`config.mk`:
```
export PLATFORM = sky130hd
export DESIGN_NAME = xif_result_buffer
export DESIGN_NICKNAME = d
export VERILOG_FILES = /design/src/rtl/xif_rbuf_pkg.sv /design/src/rtl/xif_rbuf_fifo.sv /design/src/rtl/xif_result_buffer.sv
export SDC_FILE = /design/constraint.sdc
export NUM_CORES = 1
export LEC_CHECK = 0
export CAP_MARGIN = 10
export CORE_MARGIN = 2
export CORE_UTILIZATION = 50
export CTS_CLUSTER_SIZE = 28
export DETAILED_ROUTE_END_ITERATION = 12
export MAX_ROUTING_LAYER = met4
export PLACE_DENSITY = 0.69
export SLEW_MARGIN = 0
export SYNTH_ARGS = -nofsm -noshare
export SYNTH_HDL_FRONTEND = slang
export SYNTH_SLANG_ARGS = --single-unit
```
`constraint.sdc`:
```
create_clock -name clk_i -period 5.55 [get_ports clk_i]
set_input_delay 1.11 -clock clk_i [delete_from_list [all_inputs] [get_ports clk_i]]
set_output_delay 1.11 -clock clk_i [all_outputs]
set_load 0.01 [all_outputs]
```
`src/rtl/xif_rbuf_pkg.sv`:
```
// Shared types for the XIF result buffer: FIFO entry, commit status and head decode.
package xif_rbuf_pkg;

  localparam int unsigned XIdWidth  = 4;
  localparam int unsigned XRfwWidth = 32;

  typedef struct packed {
    logic [XIdWidth-1:0]  id;
    logic [4:0]           rd;
    logic [XRfwWidth-1:0] data;
    logic                 we;
    logic                 exc;
  } rbuf_entry_t;

  typedef struct packed {
    logic seen;
    logic kill;
  } commit_stat_t;

  typedef enum logic [1:0] {
    HeadEmpty,
    HeadWait,
    HeadPresent,
    HeadDrop
  } head_state_e;

endpackage

```
`src/rtl/xif_rbuf_fifo.sv`:
```
// Circular FIFO of result entries; pointers carry an extra wrap bit so full and
// empty are distinguishable without a separate counter.
module xif_rbuf_fifo
  import xif_rbuf_pkg::*;
#(
  parameter int unsigned DEPTH = 4,
  localparam int unsigned IdxW = $clog2(DEPTH)
) (
  input  logic          clk_i,
  input  logic          rst_ni,
  input  logic          push_i,
  input  rbuf_entry_t   wdata_i,
  input  logic          pop_i,
  output rbuf_entry_t   rdata_o,
  output logic          full_o,
  output logic          empty_o,
  output logic [IdxW:0] count_o
);

  logic [IdxW:0] wptr_q, wptr_d;
  logic [IdxW:0] rptr_q, rptr_d;
  rbuf_entry_t   mem_q [DEPTH];
  logic          do_push, do_pop;

  assign empty_o = (wptr_q == rptr_q);
  assign full_o  = (wptr_q[IdxW] != rptr_q[IdxW]) &&
                   (wptr_q[IdxW-1:0] == rptr_q[IdxW-1:0]);
  assign count_o = wptr_q - rptr_q;
  assign rdata_o = mem_q[rptr_q[IdxW-1:0]];

  assign do_push = push_i && !full_o;
  assign do_pop  = pop_i && !empty_o;

  always_comb begin
    wptr_d = wptr_q;
    rptr_d = rptr_q;
    if (do_push) wptr_d = wptr_q + 1'b1;
    if (do_pop)  rptr_d = rptr_q + 1'b1;
  end

  always_ff @(posedge clk_i or negedge rst_ni) begin
    if (!rst_ni) begin
      wptr_q <= '0;
      rptr_q <= '0;
      for (int unsigned i = 0; i < DEPTH; i++) mem_q[i] <= '0;
    end else begin
      wptr_q <= wptr_d;
      rptr_q <= rptr_d;
      if (do_push) mem_q[wptr_q[IdxW-1:0]] <= wdata_i;
    end
  end

endmodule

```
`src/rtl/xif_result_buffer.sv`:
```
// Holds coprocessor results until the core commits or kills their id; committed
// results leave in order on the XIF result interface, killed ones are dropped.
module xif_result_buffer
  import xif_rbuf_pkg::*;
#(
  parameter int unsigned DEPTH       = 4,
  parameter int unsigned X_ID_WIDTH  = XIdWidth,
  parameter int unsigned X_RFW_WIDTH = XRfwWidth
) (
  input  logic                       clk_i,
  input  logic                       rst_ni,
  input  logic                       in_valid_i,
  output logic                       in_ready_o,
  input  logic [X_ID_WIDTH-1:0]      in_id_i,
  input  logic [4:0]                 in_rd_i,
  input  logic [X_RFW_WIDTH-1:0]     in_data_i,
  input  logic                       in_we_i,
  input  logic                       in_exc_i,
  input  logic                       commit_valid_i,
  input  logic [X_ID_WIDTH-1:0]      commit_id_i,
  input  logic                       commit_kill_i,
  output logic                       result_valid_o,
  input  logic                       result_ready_i,
  output logic [X_ID_WIDTH-1:0]      result_id_o,
  output logic [4:0]                 result_rd_o,
  output logic [X_RFW_WIDTH-1:0]     result_data_o,
  output logic                       result_we_o,
  output logic                       result_exc_o,
  output logic [$clog2(DEPTH):0]     count_o,
  output logic                       protocol_err_o
);

  localparam int unsigned NumIds = 2 ** X_ID_WIDTH;

  rbuf_entry_t                wr_entry, head;
  logic                       full, empty, push, pop;
  commit_stat_t [NumIds-1:0]  tbl_q, tbl_d;
  logic [NumIds-1:0]          buffered_q, buffered_d;
  logic                       err_q, err_d;
  commit_stat_t               head_stat;
  head_state_e                head_state;

  assign wr_entry = '{id: in_id_i, rd: in_rd_i, data: in_data_i, we: in_we_i, exc: in_exc_i};

  // Held low while reset is asserted so nothing is accepted into a clearing buffer.
  assign in_ready_o = rst_ni && !full;
  assign push       = in_valid_i && in_ready_o;

  xif_rbuf_fifo #(
    .DEPTH (DEPTH)
  ) u_fifo (
    .clk_i   (clk_i),
    .rst_ni  (rst_ni),
    .push_i  (push),
    .wdata_i (wr_entry),
    .pop_i   (pop),
    .rdata_o (head),
    .full_o  (full),
    .empty_o (empty),
    .count_o (count_o)
  );

  assign head_stat = tbl_q[head.id];

  always_comb begin
    head_state = HeadEmpty;
    if (!empty) begin
      if (!head_stat.seen)     head_state = HeadWait;
      else if (head_stat.kill) head_state = HeadDrop;
      else                     head_state = HeadPresent;
    end
  end

  assign pop = (head_state == HeadDrop) || ((head_state == HeadPresent) && result_ready_i);

  always_comb begin
    result_valid_o = (head_state == HeadPresent);
    result_id_o    = '0;
    result_rd_o    = '0;
    result_data_o  = '0;
    result_we_o    = 1'b0;
    result_exc_o   = 1'b0;
    if (result_valid_o) begin
      result_id_o   = head.id;
      result_rd_o   = head.rd;
      result_data_o = head.data;
      result_we_o   = head.we;
      result_exc_o  = head.exc;
    end
  end

  // Pop clears first; a commit to the popping id sees seen=1 and only flags an error.
  always_comb begin
    tbl_d      = tbl_q;
    buffered_d = buffered_q;
    err_d      = err_q;
    if (pop) begin
      tbl_d[head.id]      = '0;
      buffered_d[head.id] = 1'b0;
    end
    if (commit_valid_i) begin
      if (tbl_q[commit_id_i].seen) err_d = 1'b1;
      else tbl_d[commit_id_i] = '{seen: 1'b1, kill: commit_kill_i};
    end
    if (push) begin
      if (buffered_d[in_id_i]) err_d = 1'b1;
      buffered_d[in_id_i] = 1'b1;
    end
  end

  always_ff @(posedge clk_i or negedge rst_ni) begin
    if (!rst_ni) begin
      tbl_q      <= '0;
      buffered_q <= '0;
      err_q      <= 1'b0;
    end else begin
      tbl_q      <= tbl_d;
      buffered_q <= buffered_d;
      err_q      <= err_d;
    end
  end

  assign protocol_err_o = err_q;

endmodule

```
==> flow_metrics.py, run 1 <==
metrics = {
    "global_routing": {
        "track_usage": 0.245,
        "grt_pass1_wl_um": 42200,
        "grt_pass1_vias": 7822,
        "gr-total-overflow": 0,
        "grt_max_degree": 169,
        "antenna_found_initial": 0,
    },
    "layout": {
        "antennaDiodeCount": 0,
        "area_growth_pct": 19.3,
        "layout.nets": 966,
        "final_area_um2": 13000,
        "n_fill_cell": 1602,
        "layout-drive-gt1-share": 0.314,
    },
    "clocking": {
        "clk_pin_slew_worst_paths_ns": 0.06,
        "clockRootBuffer": "clkbuf_16",
        "ctsLongestPathBuffers": 3,
        "cts_resized": 0,
        "cts_hold_buf": 0,
        "insertion_delay_ns": 0.52,
        "numCtsBuffers": 25,
        "post-cts-setup-buffers": 0,
        "tritoncts": "done",
        "clkSinkCount": 227,
        "h-tree-depth": 1,
    },
    "timing": {
        "period_needed_ns": 5.25,
        "rsz0062_at_grt": "false",
        "drv_slew": 0,
        "hold_violations": 0,
        "finalSetupViolCount": 0,
        "finClkSkew_ns": 0.0122,
        "fmax_mhz": 191,
        "tns_ns": 0,
        "worst_pin_slew_ns": 1.06,
        "timing.final.crit_share": 0.946,
        "slew_headroom": 0.290,
    },
    "setup_path": {
        "cp.required_ns": 4.44,
        "crit_path_end_kind": "output port",
        "slowest_delay_ns": 0.79,
        "crit_chain": "mux4_2 -> mux2_2 -> o21ai_0 -> or3b_1 -> o21ai_4 -> buf_12 -> and3_1 -> clkdlybuf4s50_1",
        "path_max_fanout": 38,
        "reg2reg_from": "u_fifo.rptr_q[0]$_DFFE_PN0P_",
        "arrival_ns": 4.14,
        "crit_buf_inv": 2,
        "critPathLaunch": "u_fifo.rptr_q[0]$_DFFE_PN0P_",
        "cp_top_family": "multiplexers",
        "crit_path_top_delay_cell": "mux4_2",
        "startpoint_type": "register",
        "critPathKind": "register to output port",
    },
    "placed_design": {
        "dpl.hpwl_um": 17400,
        "gp_congestion": 0.913,
        "numPortBuffers": 101,
        "placed_area_um2": 12100,
    },
    "yosys": {
        "synth_xor_xnor_area_share": 0.00484,
        "synthAdderAreaFrac": 0.00991,
        "yosys.cell_types.count": 56,
        "syn-num-nets": 879,
        "synth_top_cell_area_share": 0.523,
        "synth_edf_count": 0,
        "muxShareOfSynthArea": 0.295,
        "avgSynthCellArea_um2": 13.3,
        "ys_warn_count": 0,
        "netlist_instances": 818,
        "synth_area_um2": 10900,
        "yosysSeqAreaShare": 0.523,
        "synthTopCellsByArea": "dfrtp_1, mux2_2, mux4_2, and3_1, nand2_1",
        "ys_ff_latch": 227,
        "yosys.area_share.simple": 0.0944,
        "ys_async_sr_fraction": 1.00,
        "yosysTopAreaCell": "dfrtp_1",
        "synth_top_family_by_area": "multiplexers",
        "synth-main-ff-cell": "dfrtp_1",
        "synth-compound-area-share": 0.0470,
    },
    "route": {
        "ant_nets": 0,
        "detail_route.iter0.violations": 297,
        "routed_wl_um": 26500,
        "drt_first_pass_iters": 4,
        "routedWlPerCell_um": 22.1,
        "drc": 0,
        "vias_per_cell": 6.02,
        "via_count": 7200,
    },
    "floorplan": {
        "coreArea_um2": 21200,
        "fp.dieH_um": 151,
        "dieArea_um2": 22900,
        "rows": 53,
        "die_w_um": 151,
        "initial_core_util": 0.514,
        "io_pins": 102,
    },
    "outcome": {
        "status": "finished, final reports clean",
    },
    "hold_path": {
        "min_path_type": "register to register",
        "min_from": "buffered_q[13]$_DFF_PN0_",
    },
    "power_and_ir_drop": {
        "p_leak_uw": 0.00567,
        "power_density_nw_per_um2": 746,
        "ir_drop_mv": 0.487,
    },
    "flow_run": {
        "maxCapViolCount": 0,
    },
}
[flip-flops by register name, summed over array words and instances (netlist names)]
register / count
u_fifo.wptr_q: 3
tbl_q: 32
buffered_q: 16
protocol_err_o: 1
u_fifo.rptr_q: 3
u_fifo.mem_q: 172
[per-layer routing]
metal,vias to the layer above,part of all wire,GRT usage
met5,-,0,-
met4,0,0.024,0.0729
met3,56,0.046,0.0380
met2,177,0.51,0.408
met1,3793,0.42,0.314
li1,3174,-,-
[synth_stat cells, types with 3 or more instances]
library cell	number
xnor2_1	5
nor4b_1	3
mux4_2	48
nand4_1	7
o22ai_1	4
buf_6	4
nor3_1	4
a21oi_1	3
nand2b_1	5
dfrtp_1	227
o21ai_0	33
mux2_2	177
nor2_1	17
mux2i_1	13
clkbuf_1	41
nand3b_1	5
buf_2	3
and3_1	45
inv_1	16
nand3_1	20
nor2b_1	3
ha_1	7
a21o_1	13
nand2_1	68
a31oi_1	4
nor3b_1	3
[cells in the final DEF (no fill, tap or decap), types with 3 or more instances in the layout]
| cell type | Yosys | final |
|---|---|---|
| clkdlybuf4s50_1 | 0 | 100 |
| buf_4 | 0 | 6 |
| clkinv_2 | 0 | 4 |
| inv_1 | 16 | 16 |
| nor2_1 | 17 | 17 |
| a21o_1 | 13 | 13 |
| nand3_1 | 20 | 20 |
| and3_1 | 45 | 45 |
| a21oi_1 | 3 | 3 |
| nor2b_1 | 3 | 3 |
| o22ai_1 | 4 | 4 |
| mux2_2 | 177 | 177 |
| nor3_1 | 4 | 4 |
| nand4_1 | 7 | 7 |
| bufinv_16 | 0 | 3 |
| buf_12 | 0 | 3 |
| nor3b_1 | 3 | 3 |
| dfrtp_1 | 227 | 225 |
| xnor2_1 | 5 | 5 |
| clkbuf_8 | 0 | 4 |
| clkbuf_1 | 41 | 4 |
| a31oi_1 | 4 | 4 |
| nor4b_1 | 3 | 3 |
| ha_1 | 7 | 7 |
| mux2i_1 | 13 | 13 |
| clkbuf_16 | 0 | 25 |
| mux4_2 | 48 | 48 |
| o21ai_0 | 33 | 32 |
| nand2b_1 | 5 | 5 |
| nand3b_1 | 5 | 5 |
| nand2_2 | 1 | 5 |
| nand2_1 | 68 | 64 |
[final timing paths]
check / to / slack (ns) / cells past startpoint
setup / recovery: result_data_o[29] / 0.30 / 8
hold / removal: buffered_q[13]$_DFF_PN0_ / 0.48 / 1
setup reg to reg: protocol_err_o$_DFF_PN0_ / 1.41 / 10
hold reg to reg: buffered_q[13]$_DFF_PN0_ / 0.48 / 1
max in group asynchronous: u_fifo.rptr_q[0]$_DFFE_PN0P_ / 3.69 / 2
min in group asynchronous: buffered_q[4]$_DFF_PN0_ / 0.52 / 1
[stage by stage]
step / power (uW) / hold slack [ns] / utilization / setup slack, ns / instances
final: 9670 / 0.478 / 0.613 / 0.302 / 1196
after global routing: 10200 / 0.492 / 0.613 / 0.0314 / 1196
after CTS: 9720 / 0.483 / 0.613 / 0.271 / 1196
after detailed placement: 7990 / 0.469 / 0.574 / 0.819 / 1153
after global placement: 7770 / 0.452 / 0.574 / 0.889 / 1153
after floorplan: 5930 / 0.439 / - / 1.41 / 818
[layout make-up]
| cell class | instances | area [um^2] | share of cell area |
|---|---|---|---|
| clock buffer | 33 | 696 | 0.0537 |
| clock inverter | 10 | 135 | 0.0104 |
| inverter | 16 | 60.1 | 0.00463 |
| multi-input combinational | 525 | 4920 | 0.380 |
| sequential | 227 | 5690 | 0.439 |
| tap | 275 | 344 | 0.0265 |
| timing repair buffer | 110 | 1120 | 0.0865 |
[where the power goes]
group	leakage, uW	switching, uW	internal [uW]
combinational	0.00251	2410	2610
sequential	0.00275	496	2470
clock	0.000408	671	1020
[cell families (layout without fill, tap and decap cells)]
| kind of cell | Yosys count | after routing |
|---|---|---|
| AOI/OAI and AO/OA | 77 | 77 |
| xor gates and xnor gates | 6 | 6 |
| adders and majority gates | 8 | 8 |
| buffers and inverters | 66 | 169 |
| DFF | 227 | 227 |
| muxes | 238 | 238 |
| and+or+nand+nor | 196 | 196 |
Note: power is estimated with default switching activity, not from simulation.
==> run 2, diff against run 1 <==
Clock period 5.55 ns to 6.7 ns, I/O delays scaled along.
==> flow_metrics.py, run 2 (synthesis gave the netlist of run 1 again) <==
metrics = {
    "route": {
        "via_count": 7213,
        "route.met2.wl_um": 13200,
        "routed_wl_um": 25600,
        "routedWlPerCell_um": 21.3,
        "vias_per_cell": 6.02,
        "drt_first_pass_iters": 5,
        "highest-signal-layer": "met4",
        "drc": 0,
        "wl_met1_um": 10500,
        "ant_nets": 0,
        "wl_met3_um": 1320,
        "detail_route.iter0.violations": 453,
    },
    "timing": {
        "tns_ns": 0,
        "drv_slew": 0,
        "worst_pin_slew_ns": 0.973,
        "timing.final.crit_share": 0.878,
        "finalSetupViolCount": 0,
        "finClkSkew_ns": 0.0144,
        "rsz0062_at_grt": "false",
        "hold_violations": 0,
        "fmax_mhz": 170,
        "period_needed_ns": 5.88,
        "slew_headroom": 0.352,
    },
    "layout": {
        "largest_reg_flops": 172,
        "n_fill_cell": 1585,
        "regMostFlops": "u_fifo.mem_q",
        "final_common_cell": "dfrtp_1",
        "mostFrequentLayoutCells": "dfrtp_1, mux2_2, clkdlybuf4s50_1",
        "top_regs": "u_fifo.mem_q (172), tbl_q (32), buffered_q (16)",
        "multi_input_area_um2": 4920,
        "stdcell_count": 1199,
        "antennaDiodeCount": 0,
        "seq_area_um2": 5690,
        "layout-drive-gt1-share": 0.318,
        "layout.nets": 968,
        "area_growth_pct": 19.6,
    },
    "placed_design": {
        "dpl.hpwl_um": 17000,
        "placedCellCount": 1154,
        "gp_congestion": 0.921,
        "numPortBuffers": 101,
    },
    "clocking": {
        "numCtsBuffers": 26,
        "insertion_delay_ns": 0.54,
        "cts_hold_buf": 0,
        "ctsLongestPathBuffers": 3,
        "h-tree-depth": 1,
        "clk_pin_slew_worst_paths_ns": 0.06,
        "tritoncts": "done",
        "clockRootBuffer": "clkbuf_16",
        "cts_resized": 0,
        "clkSinkCount": 227,
        "post-cts-setup-buffers": 0,
    },
    "power_and_ir_drop": {
        "p_total_uw": 7950,
        "ir_drop_mv": 0.363,
        "p_leak_uw": 0.00569,
        "power_density_nw_per_um2": 612,
    },
    "setup_path": {
        "cp.depth": 9,
        "cp.required_ns": 5.36,
        "slowest_delay_ns": 0.74,
        "arrival_ns": 4.54,
        "cp_top_family": "buffers and inverters",
        "crit_top_cell": "buf_4",
        "crit_path_top_delay_cell": "dfrtp_4",
        "crit_chain": "buf_4 -> ha_1 -> a31oi_1 -> o21ai_0 -> or3b_1 -> o21ai_4 -> buf_4 -> and3_1 -> clkdlybuf4s50_1",
        "startpoint_type": "register",
        "crit_buf_inv": 3,
        "critPathKind": "register to output port",
        "path_max_fanout": 38,
        "crit_path_end_kind": "output port",
        "r2r_cells": 11,
    },
    "floorplan": {
        "die_w_um": 151,
        "io_pins": 102,
        "dieArea_um2": 22900,
        "rows": 53,
        "initial_core_util": 0.514,
        "fp.dieH_um": 151,
        "coreArea_um2": 21200,
    },
    "hold_path": {
        "min_path_type": "register to register",
        "hold_depth": 1,
    },
    "global_routing": {
        "track_usage": 0.241,
        "grt_pass1_vias": 7772,
        "grt_pass1_wl_um": 41600,
        "grt_max_degree": 88,
        "gr-total-overflow": 0,
        "antenna_found_initial": 0,
    },
    "flow_run": {
        "maxCapViolCount": 0,
    },
    "outcome": {
        "status": "finished, final reports clean",
    },
}
[run 2: cell count changes in the layout (fill, tap and decap cells not counted)]
cell,change
buf_12,-3
buf_4,+4
clkbuf_1,-2
clkbuf_16,+1
clkbuf_8,+2
clkinv_2,+2
clkinv_4,-1
clkinv_8,+1
inv_6,-1
[run 2: cell type report]
type / count / share of cell area
well taps: 275 / 0.0265
flip-flops and latches: 227 / 0.438
multi-input cells: 525 / 0.379
clock inverters: 11 / 0.0111
repair buffers: 111 / 0.0840
clock buffers: 34 / 0.0570
inverters: 16 / 0.00462
[run 2: power breakdown]
group          total [uW]  internal [uW]  switching (uW)
logic                4020           2090            1930
registers            2480           2050             434
clock network        1440            889             554
[run 2: final timing paths]
check / end / start / slack (ns)
worst max register to register: protocol_err_o$_DFF_PN0_ / u_fifo.rptr_q[0]$_DFFE_PN0P_ / 2.12
min in group asynchronous: tbl_q[13]$_DFF_PN0_ / rst_ni / 0.81
worst min-delay path: buffered_q[13]$_DFF_PN0_ / buffered_q[13]$_DFF_PN0_ / 0.47
max in group asynchronous: u_fifo.mem_q[101]$_DFFE_PN0P_ / rst_ni / 3.65
worst max-delay path: result_data_o[30] / u_fifo.rptr_q[0]$_DFFE_PN0P_ / 0.82
worst min register to register: buffered_q[13]$_DFF_PN0_ / buffered_q[13]$_DFF_PN0_ / 0.47
[run 2: per-stage QoR]
stage	setup WS, ns	instance area (um^2)	util	hold WS, ns
final	0.816	13000	0.614	0.467
after global placement	1.43	12100	0.572	0.452
after global routing	0.532	13000	0.614	0.503
after CTS	0.763	13000	0.614	0.472
after detailed placement	1.36	12100	0.572	0.459
after floorplan	2.33	10900	-	0.439
[run 2: metal layers]
metal  up-vias  track usage
li1       3184            -
met1      3775        0.305
met2       214        0.408
met3        40       0.0358
met4         0       0.0668
met5         -            -
==> run 3, diff against run 2 <==
Settings changed: PLACE_DENSITY 0.69 to 0.72.
==> flow_metrics.py, run 3 (synthesis gave the netlist of run 1 again) <==
metrics = {
    "setup_path": {
        "crit_buf_inv": 3,
        "cp.depth": 9,
        "cp.required_ns": 5.36,
        "crit_top_cell": "o21ai_0",
        "critPathKind": "register to output port",
        "path_max_fanout": 22,
        "startpoint_type": "register",
        "cp_top_family": "buffers and inverters",
        "r2r-end": "protocol_err_o$_DFF_PN0_",
        "crit_path_end": "result_data_o[13]",
        "reg2reg_from": "u_fifo.rptr_q[0]$_DFFE_PN0P_",
        "slowest_delay_ns": 0.78,
        "crit_path_end_kind": "output port",
        "arrival_ns": 4.48,
        "r2r_slack_ns": 2.35,
        "crit_path_top_delay_cell": "mux4_2",
        "crit_chain": "mux4_2 -> mux2_2 -> o2bb2ai_1 -> o21ai_0 -> o21ai_0 -> inv_1 -> buf_4 -> and3_1 -> clkdlybuf4s50_1",
        "r2r_cells": 10,
        "critPathLaunch": "u_fifo.rptr_q[0]$_DFFE_PN0P_",
    },
    "route": {
        "routedWlPerCell_um": 20.4,
        "detail_route.iter0.violations": 352,
        "routed_wl_um": 24500,
        "drt_first_pass_iters": 6,
        "drc": 0,
        "via_count": 7047,
        "vias_per_cell": 5.88,
        "ant_nets": 0,
    },
    "placed_design": {
        "placedCellCount": 1154,
        "dpl.hpwl_um": 15900,
        "numPortBuffers": 101,
        "gp_congestion": 0.894,
        "place_ws_ns": 1.47,
        "placed_area_um2": 12100,
    },
    "floorplan": {
        "fp.dieH_um": 151,
        "rows": 53,
        "dieArea_um2": 22900,
        "die_w_um": 151,
        "coreArea_um2": 21200,
        "initial_core_util": 0.514,
        "io_pins": 102,
    },
    "layout": {
        "top_regs": "u_fifo.mem_q (172), tbl_q (32), buffered_q (16)",
        "mostFrequentLayoutCells": "dfrtp_1, mux2_2, clkdlybuf4s50_1",
        "n_fill_cell": 1628,
        "final_common_cell": "dfrtp_1",
        "area_growth_pct": 19.0,
        "layout-drive-gt1-share": 0.314,
        "largest_reg_flops": 172,
        "stdcell_count": 1198,
        "final_area_um2": 12900,
        "layout.nets": 967,
        "antennaDiodeCount": 0,
        "regMostFlops": "u_fifo.mem_q",
    },
    "timing": {
        "slew_headroom": 0.296,
        "hold_ws_ns": 0.469,
        "finalSetupViolCount": 0,
        "drv_slew": 0,
        "finClkSkew_ns": 0.0210,
        "tns_ns": 0,
        "setup_ws_ns": 0.876,
        "fmax_mhz": 172,
        "rsz0062_at_grt": "false",
        "period_needed_ns": 5.82,
        "worst_pin_slew_ns": 1.06,
        "timing.final.crit_share": 0.869,
        "hold_violations": 0,
    },
    "clocking": {
        "h-tree-depth": 1,
        "cts_resized": 0,
        "insertion_delay_ns": 0.54,
        "clkSinkCount": 227,
        "clk_pin_slew_worst_paths_ns": 0.06,
        "ctsLongestPathBuffers": 3,
        "numCtsBuffers": 25,
        "cts_hold_buf": 0,
        "clockRootBuffer": "clkbuf_16",
        "tritoncts": "done",
        "post-cts-setup-buffers": 0,
    },
    "hold_path": {
        "min_path_type": "register to register",
        "hold_depth": 1,
    },
    "power_and_ir_drop": {
        "ir_drop_mv": 0.419,
        "power_density_nw_per_um2": 604,
        "p_leak_uw": 0.00566,
    },
    "global_routing": {
        "grt_max_degree": 85,
        "grt_pass1_wl_um": 39800,
        "track_usage": 0.230,
        "gr-total-overflow": 0,
        "grt_pass1_vias": 7474,
        "antenna_found_initial": 0,
    },
    "outcome": {
        "status": "finished, final reports clean",
    },
    "flow_run": {
        "maxCapViolCount": 0,
    },
}
## run 3: cell types whose count changed in the layout (fill, tap and decap cells not counted), sizes merged
cell      change
bufinv        -1
clkinvlp      -1
clkinv        -1
inv           +1
clkbuf        +1
## run 3: how the worst min path moves through the flow
stage                                       from  slack (ns)                            to
floorplan                buffered_q[0]$_DFF_PN0_        0.44       buffered_q[0]$_DFF_PN0_
global placement         buffered_q[0]$_DFF_PN0_        0.45       buffered_q[0]$_DFF_PN0_
detailed placement      buffered_q[13]$_DFF_PN0_        0.46      buffered_q[13]$_DFF_PN0_
CTS                     buffered_q[13]$_DFF_PN0_        0.47      buffered_q[13]$_DFF_PN0_
global route        u_fifo.mem_q[62]$_DFFE_PN0P_        0.51  u_fifo.mem_q[62]$_DFFE_PN0P_
finish                  buffered_q[13]$_DFF_PN0_        0.47      buffered_q[13]$_DFF_PN0_
## run 3: layout make-up
| cell class | count | area, um^2 | share of cell area |
|---|---|---|---|
| Timing Repair Buffer | 111 | 1090 | 0.0844 |
| Clock inverter | 9 | 110 | 0.00852 |
| Sequential cell | 227 | 5690 | 0.440 |
| Multi-Input combinational cell | 525 | 4920 | 0.381 |
| Tap cell | 275 | 344 | 0.0266 |
| Clock buffer | 35 | 713 | 0.0552 |
| Inverter | 16 | 60.1 | 0.00465 |
## run 3: metal layers
metal / routed length [um] / vias to the layer above / global-route usage / share of wire
li1: - / 3189 / - / -
met1: 10700 / 3640 / 0.307 / 0.44
met2: 12000 / 170 / 0.372 / 0.49
met3: 1210 / 48 / 0.0386 / 0.049
met4: 544 / 0 / 0.0575 / 0.022
met5: 0 / - / - / 0
## run 3: worst register-to-register path, stage by stage (launching register included)
cell	delay (ns)
dfrtp_4	0.70
mux4_2	0.80
nor2b_1	0.28
o211ai_1	0.14
nand2_2	0.10
o21ai_4	0.60
buf_4	0.42
a31oi_1	0.13
or4_1	0.53
a211o_1	0.24
a311o_1	0.31
## run 3: report_power, final
group	switching (uW)	leakage [uW]	internal (uW)
Sequential	416	0.00275	2050
Clock	553	0.000411	820
Combinational	1880	0.00250	2090
Total	2850	0.00566	4960
## run 3: stage by stage
stage	util	power, uW
5_1_grt	0.611	8300
2_1_floorplan	-	4910
4_1_cts	0.611	7850
6_report	0.611	7800
3_3_place_gp	0.572	6350
3_5_place_dp	0.572	6450
